File: config.mk
export PLATFORM = sky130hd
export DESIGN_NAME = jump_controller
export DESIGN_NICKNAME = d
export VERILOG_FILES = /design/src/rtl/jump_controller.sv
export SDC_FILE = /design/constraint.sdc
export NUM_CORES = 1
export LEC_CHECK = 0
export ABC_AREA = 1
export CAP_MARGIN = 5
export CORE_MARGIN = 2
export CORE_UTILIZATION = 40
export CTS_BUF_LIST = sky130_fd_sc_hd__clkbuf_16
export DETAILED_ROUTE_END_ITERATION = 6
export MAX_ROUTING_LAYER = met4
export PLACE_DENSITY = 0.77
export SLEW_MARGIN = 20
export SYNTH_ARGS = -nofsm -noshare
export SYNTH_HDL_FRONTEND = slang
export SYNTH_SLANG_ARGS = --single-unit
File: constraint.sdc
create_clock -name clk -period 6.65 [get_ports clk]
set_input_delay 0.9975 -clock clk [delete_from_list [all_inputs] [get_ports clk]]
set_output_delay 0.9975 -clock clk [all_outputs]
set_load 0.005 [all_outputs]
File: src/rtl/jump_controller.sv
`timescale 1ns/1ps
// jump_controller: sequences one JAL/JALR at a time through
// execute -> (link writeback) -> PC redirect, or execute -> trap.
module jump_controller #(
  parameter int unsigned XLEN           = 32,
  parameter int unsigned REG_ADDR_WIDTH = 5
) (
  input  logic                      clk,
  input  logic                      reset,

  input  logic                      req_valid,
  output logic                      req_ready,
  input  logic                      req_is_jalr,
  input  logic [XLEN-1:0]           req_pc,
  input  logic [2:0]                req_funct3,
  input  logic [XLEN-1:0]           req_rs1_value,
  input  logic [XLEN-1:0]           req_immediate,
  input  logic [REG_ADDR_WIDTH-1:0] req_rd,

  output logic                      rd_write_valid,
  input  logic                      rd_write_ready,
  output logic [REG_ADDR_WIDTH-1:0] rd_write_addr,
  output logic [XLEN-1:0]           rd_write_data,

  output logic                      pc_redirect_valid,
  output logic [XLEN-1:0]           pc_redirect_target,
  output logic                      flush,

  output logic                      exception_valid,
  input  logic                      exception_ack,
  output logic [3:0]                exception_cause,
  output logic [XLEN-1:0]           exception_tval,

  output logic                      busy
);

  typedef enum logic [2:0] {
    S_IDLE,
    S_EXECUTE,
    S_WRITEBACK,
    S_REDIRECT,
    S_TRAP
  } state_t;

  localparam logic [3:0] CAUSE_MISALIGNED = 4'd0;
  localparam logic [3:0] CAUSE_ILLEGAL    = 4'd2;

  state_t state;
  state_t state_nxt;

  // Latched request operands
  logic                      is_jalr_q;
  logic [XLEN-1:0]           pc_q;
  logic [2:0]                funct3_q;
  logic [XLEN-1:0]           rs1_q;
  logic [XLEN-1:0]           imm_q;
  logic [REG_ADDR_WIDTH-1:0] rd_q;

  // Results registered at the end of EXECUTE
  logic [XLEN-1:0]           link_q;
  logic [XLEN-1:0]           target_q;
  logic [3:0]                exc_cause_q;
  logic [XLEN-1:0]           exc_tval_q;

  // Execute-stage arithmetic on latched operands
  logic [XLEN-1:0]           sum_c;
  logic [XLEN-1:0]           target_c;
  logic [XLEN-1:0]           link_c;
  logic                      illegal_c;
  logic                      misaligned_c;

  // Target/link computation and fault detection; all sums wrap mod 2^XLEN
  always_comb begin
    sum_c        = (is_jalr_q ? rs1_q : pc_q) + imm_q;
    target_c     = is_jalr_q ? {sum_c[XLEN-1:1], 1'b0} : sum_c;
    link_c       = pc_q + XLEN'(4);
    illegal_c    = is_jalr_q && (funct3_q != 3'b000);
    misaligned_c = target_c[1];
  end

  // State register
  always_ff @(posedge clk or posedge reset) begin
    if (reset) begin
      state <= S_IDLE;
    end else begin
      state <= state_nxt;
    end
  end

  // Next-state logic; illegal encoding is checked ahead of alignment
  always_comb begin
    state_nxt = state;
    unique case (state)
      S_IDLE: begin
        if (req_valid) state_nxt = S_EXECUTE;
      end
      S_EXECUTE: begin
        if (illegal_c || misaligned_c) state_nxt = S_TRAP;
        else if (rd_q == '0)           state_nxt = S_REDIRECT;
        else                           state_nxt = S_WRITEBACK;
      end
      S_WRITEBACK: begin
        if (rd_write_ready) state_nxt = S_REDIRECT;
      end
      S_REDIRECT: begin
        state_nxt = S_IDLE;
      end
      S_TRAP: begin
        if (exception_ack) state_nxt = S_IDLE;
      end
      default: state_nxt = S_IDLE;
    endcase
  end

  // Capture the request operands on acceptance
  always_ff @(posedge clk or posedge reset) begin
    if (reset) begin
      is_jalr_q <= 1'b0;
      pc_q      <= '0;
      funct3_q  <= '0;
      rs1_q     <= '0;
      imm_q     <= '0;
      rd_q      <= '0;
    end else if (state == S_IDLE && req_valid) begin
      is_jalr_q <= req_is_jalr;
      pc_q      <= req_pc;
      funct3_q  <= req_funct3;
      rs1_q     <= req_rs1_value;
      imm_q     <= req_immediate;
      rd_q      <= req_rd;
    end
  end

  // Register link, target and exception info during EXECUTE
  always_ff @(posedge clk or posedge reset) begin
    if (reset) begin
      link_q      <= '0;
      target_q    <= '0;
      exc_cause_q <= '0;
      exc_tval_q  <= '0;
    end else if (state == S_EXECUTE) begin
      link_q      <= link_c;
      target_q    <= target_c;
      exc_cause_q <= illegal_c ? CAUSE_ILLEGAL : CAUSE_MISALIGNED;
      exc_tval_q  <= illegal_c ? pc_q : target_c;
    end
  end

  // Outputs decoded from state, data qualified so idle outputs read as zero
  always_comb begin
    req_ready          = 1'b0;
    rd_write_valid     = 1'b0;
    rd_write_addr      = '0;
    rd_write_data      = '0;
    pc_redirect_valid  = 1'b0;
    pc_redirect_target = '0;
    flush              = 1'b0;
    exception_valid    = 1'b0;
    exception_cause    = '0;
    exception_tval     = '0;
    busy               = (state != S_IDLE);
    unique case (state)
      S_IDLE: begin
        req_ready = 1'b1;
      end
      S_WRITEBACK: begin
        rd_write_valid = 1'b1;
        rd_write_addr  = rd_q;
        rd_write_data  = link_q;
      end
      S_REDIRECT: begin
        pc_redirect_valid  = 1'b1;
        pc_redirect_target = target_q;
        flush              = 1'b1;
      end
      S_TRAP: begin
        exception_valid = 1'b1;
        exception_cause = exc_cause_q;
        exception_tval  = exc_tval_q;
      end
      default: begin
      end
    endcase
  end

endmodule

==> out/qor.yml <==
outcome: "completed"
leakage_nw: 7.692
cts_root_buffer: "clkbuf_16"
synth-seq-area-share: 0.4269
cts_tree: "yes"
wl_per_cell_um: 16.89
dr.pass1.iters: 5
viasPerCell: 4.968
num_vias: 11060
syn_area_per_cell_um2: 7.394
postSynthCellCount: 1625
cp_top_family: "buffers and inverters"
fin_area_mm2: 0.01519
initial_utilization: 0.4054
diodes: 0
syn_area_mm2: 0.01202
p_int_mw: 4.519
grt_pass1_vias: 10800
synth-edff-count: 0
p_per_area_mw_per_mm2: 585.7
hold_buffers: 0
ys_ff_latch: 205
power_frac_comb: 0.603
switchingPower_mw: 4.377
rsz0062_at_grt: "false"
hold_path_class: "reg -> reg"
finalCritPeriodShare: 0.6245
htree_levels: 1
cp_max_fo: 20
seq_power_share: 0.253
async_flop_share: 1.000
clk_pin_slew_ns: 0.06
vdd_drop_max_mv: 0.2619
power_mw: 8.896
gp_congestion: 0.9291
hold_viol_final: 0
area_growth_pct: 26.42
wl_um: 37610
fin_util: 0.5125
critPathCaptureType: "output port"
cts.repair.resized: 0
slowest_delay_ns: 0.62
synth_warnings: 0
cp-start-kind: "flip-flop"
finClkSkew_ns: 0.02600
cp_cell_sequence: "inv_1 -> nor3_1 -> clkinv_1 -> buf_4 -> nor2_1 -> clkdlybuf4s50_1"
max_freq_ghz: 0.2408
ys_types: 35
grt_max_degree: 94
drt_iter0_markers: 895
cts_setup_buffers: 0
slew_headroom: 0.3789
fin_ws_ns: 2.497
insertion_delay_ns: 0.54
tightest_slew_ns: 0.9303
post-route-min-period_ns: 4.153
ys.flop_type: "dfrtp_1"
drc: 0
arrival_ns: 3.16
drv_cap: 0
setup_tns_ns: 0
nets: 1963
drive_above_1_share: 0.06369
post-place-ws_ns: 3.123
slew_violations: 0
cts_buffers: 23
gr-usage-all-layers: 0.2466
port_buffers: 217
crit_buf_inv: 4
power_frac_clock: 0.144
die_h_um: 177.3
cts_buffer_depth: 3
setup_viol: 0
num_rows: 63
die_w_um: 177.3
switching_share: 0.4920
grt_pass1_wl_um: 58450
dp_hpwl_um: 28760
die_area_mm2: 0.03144
ioPinCount: 221
final_antenna_net_count: 0
antenna_found_initial: 0
cp_data_required_time_ns: 5.65
slowest_stage: "clkinv_1"
clkSinkCount: 205
core_mm2: 0.02964
nFillCells: 2947
grt_overflow: 0
path_class: "reg -> out"
dpl_cell_area_mm2: 0.01444
## cell type report
type                            instances  area [um^2]  share of cell area
Sequential cell                       205         5130              0.3377
Inverter                              295         1115             0.07339
Clock inverter                         19        175.2             0.01153
Tap cell                              390        488.0             0.03213
Timing Repair Buffer                  227         2247              0.1479
Multi-Input combinational cell       1068         5459              0.3594
Clock buffer                           23        575.6             0.03789
## state kept, by name, indices dropped and copies added (netlist names)
register	count
exc_tval_q	32
imm_q	32
link_q	32
pc_q	32
rs1_q	32
target_q	32
rd_q	5
funct3_q	3
state	3
exc_cause_q	1
is_jalr_q	1
## power groups by stage
stage / Combinational [mW] / Clock [mW] / Sequential, mW
after floorplan: 3.78 / 0 / 2.14
after global placement: 5.22 / 0 / 2.24
after detailed placement: 5.30 / 0 / 2.26
after CTS: 5.35 / 1.30 / 2.25
after global routing: 6.06 / 1.35 / 2.33
final: 5.36 / 1.28 / 2.25
## through the flow
| stage | hold slack (ns) | cells |
|---|---|---|
| after global routing | 0.5014 | 2227 |
| after detailed placement | 0.4724 | 2185 |
| after floorplan | 0.4488 | 1627 |
| after CTS | 0.4855 | 2227 |
| after global placement | 0.4638 | 2185 |
| final | 0.4856 | 2227 |
## metal layers
layer  up-vias  track usage  share of wire
met5         -            -              0
met3        69      0.03021          0.059
met4         0      0.08060          0.035
met1      5177       0.3273           0.44
met2       388       0.3936           0.47
li1       5429            -              -
## cells in the final DEF, fill, tap and decap left out, types with 24 or more instances in the layout
cell,instances
nand3_1,76
a21oi_1,57
inv_1,293
nor2_1,206
xor2_1,24
dfrtp_1,205
mux2_2,67
clkdlybuf4s50_1,217
nand2_1,417
ha_1,32
o21ai_0,107
## cell families after synthesis
kind of cell | after synthesis | share of synthesized area
buffers and inverters | 354 | 0.1198
adder cells (fa/ha/maj) | 33 | 0.03499
AO/OA/AOI/OAI | 200 | 0.08945
other | 1 | 0.0003121
XOR/XNOR | 29 | 0.02114
multiplexers | 67 | 0.06279
flip-flops | 205 | 0.4269
AND/OR/NAND/NOR | 736 | 0.2446
## worst paths after layout
path,from,endpoint,slack [ns],depth (start not counted)
setup reg to reg,is_jalr_q,exc_tval_q[28],3.58,11
min in group asynchronous,reset,link_q[11],0.98,2
hold reg to reg,target_q[14],target_q[14],0.49,2
max in group asynchronous,reset,target_q[28],4.29,3
setup / recovery,state[2],exception_tval[16],2.50,6
hold / removal,target_q[14],target_q[14],0.49,2
## cells in the mapped netlist (5+ instances only)
library cell | number | area share
nand4_1 | 7 | 0.0036
nor3_1 | 23 | 0.0096
nor2_1 | 206 | 0.064
ha_1 | 32 | 0.033
xor2_1 | 24 | 0.017
nand2_1 | 417 | 0.13
buf_4 | 13 | 0.0081
inv_1 | 293 | 0.092
buf_2 | 19 | 0.0079
buf_6 | 5 | 0.0047
o21bai_1 | 7 | 0.0044
a21oi_1 | 57 | 0.024
o22ai_1 | 21 | 0.011
nand3_1 | 76 | 0.032
mux2_2 | 67 | 0.063
clkbuf_1 | 21 | 0.0066
xnor2_1 | 5 | 0.0036
o21ai_0 | 107 | 0.045
dfrtp_1 | 205 | 0.43
## tightest hold or removal path: stages, from the launching register on
cell	delay, ns
dfrtp_1	0.34
nand2_1	0.05
o21ai_0	0.06
Power figures use the tool's default switching activity.
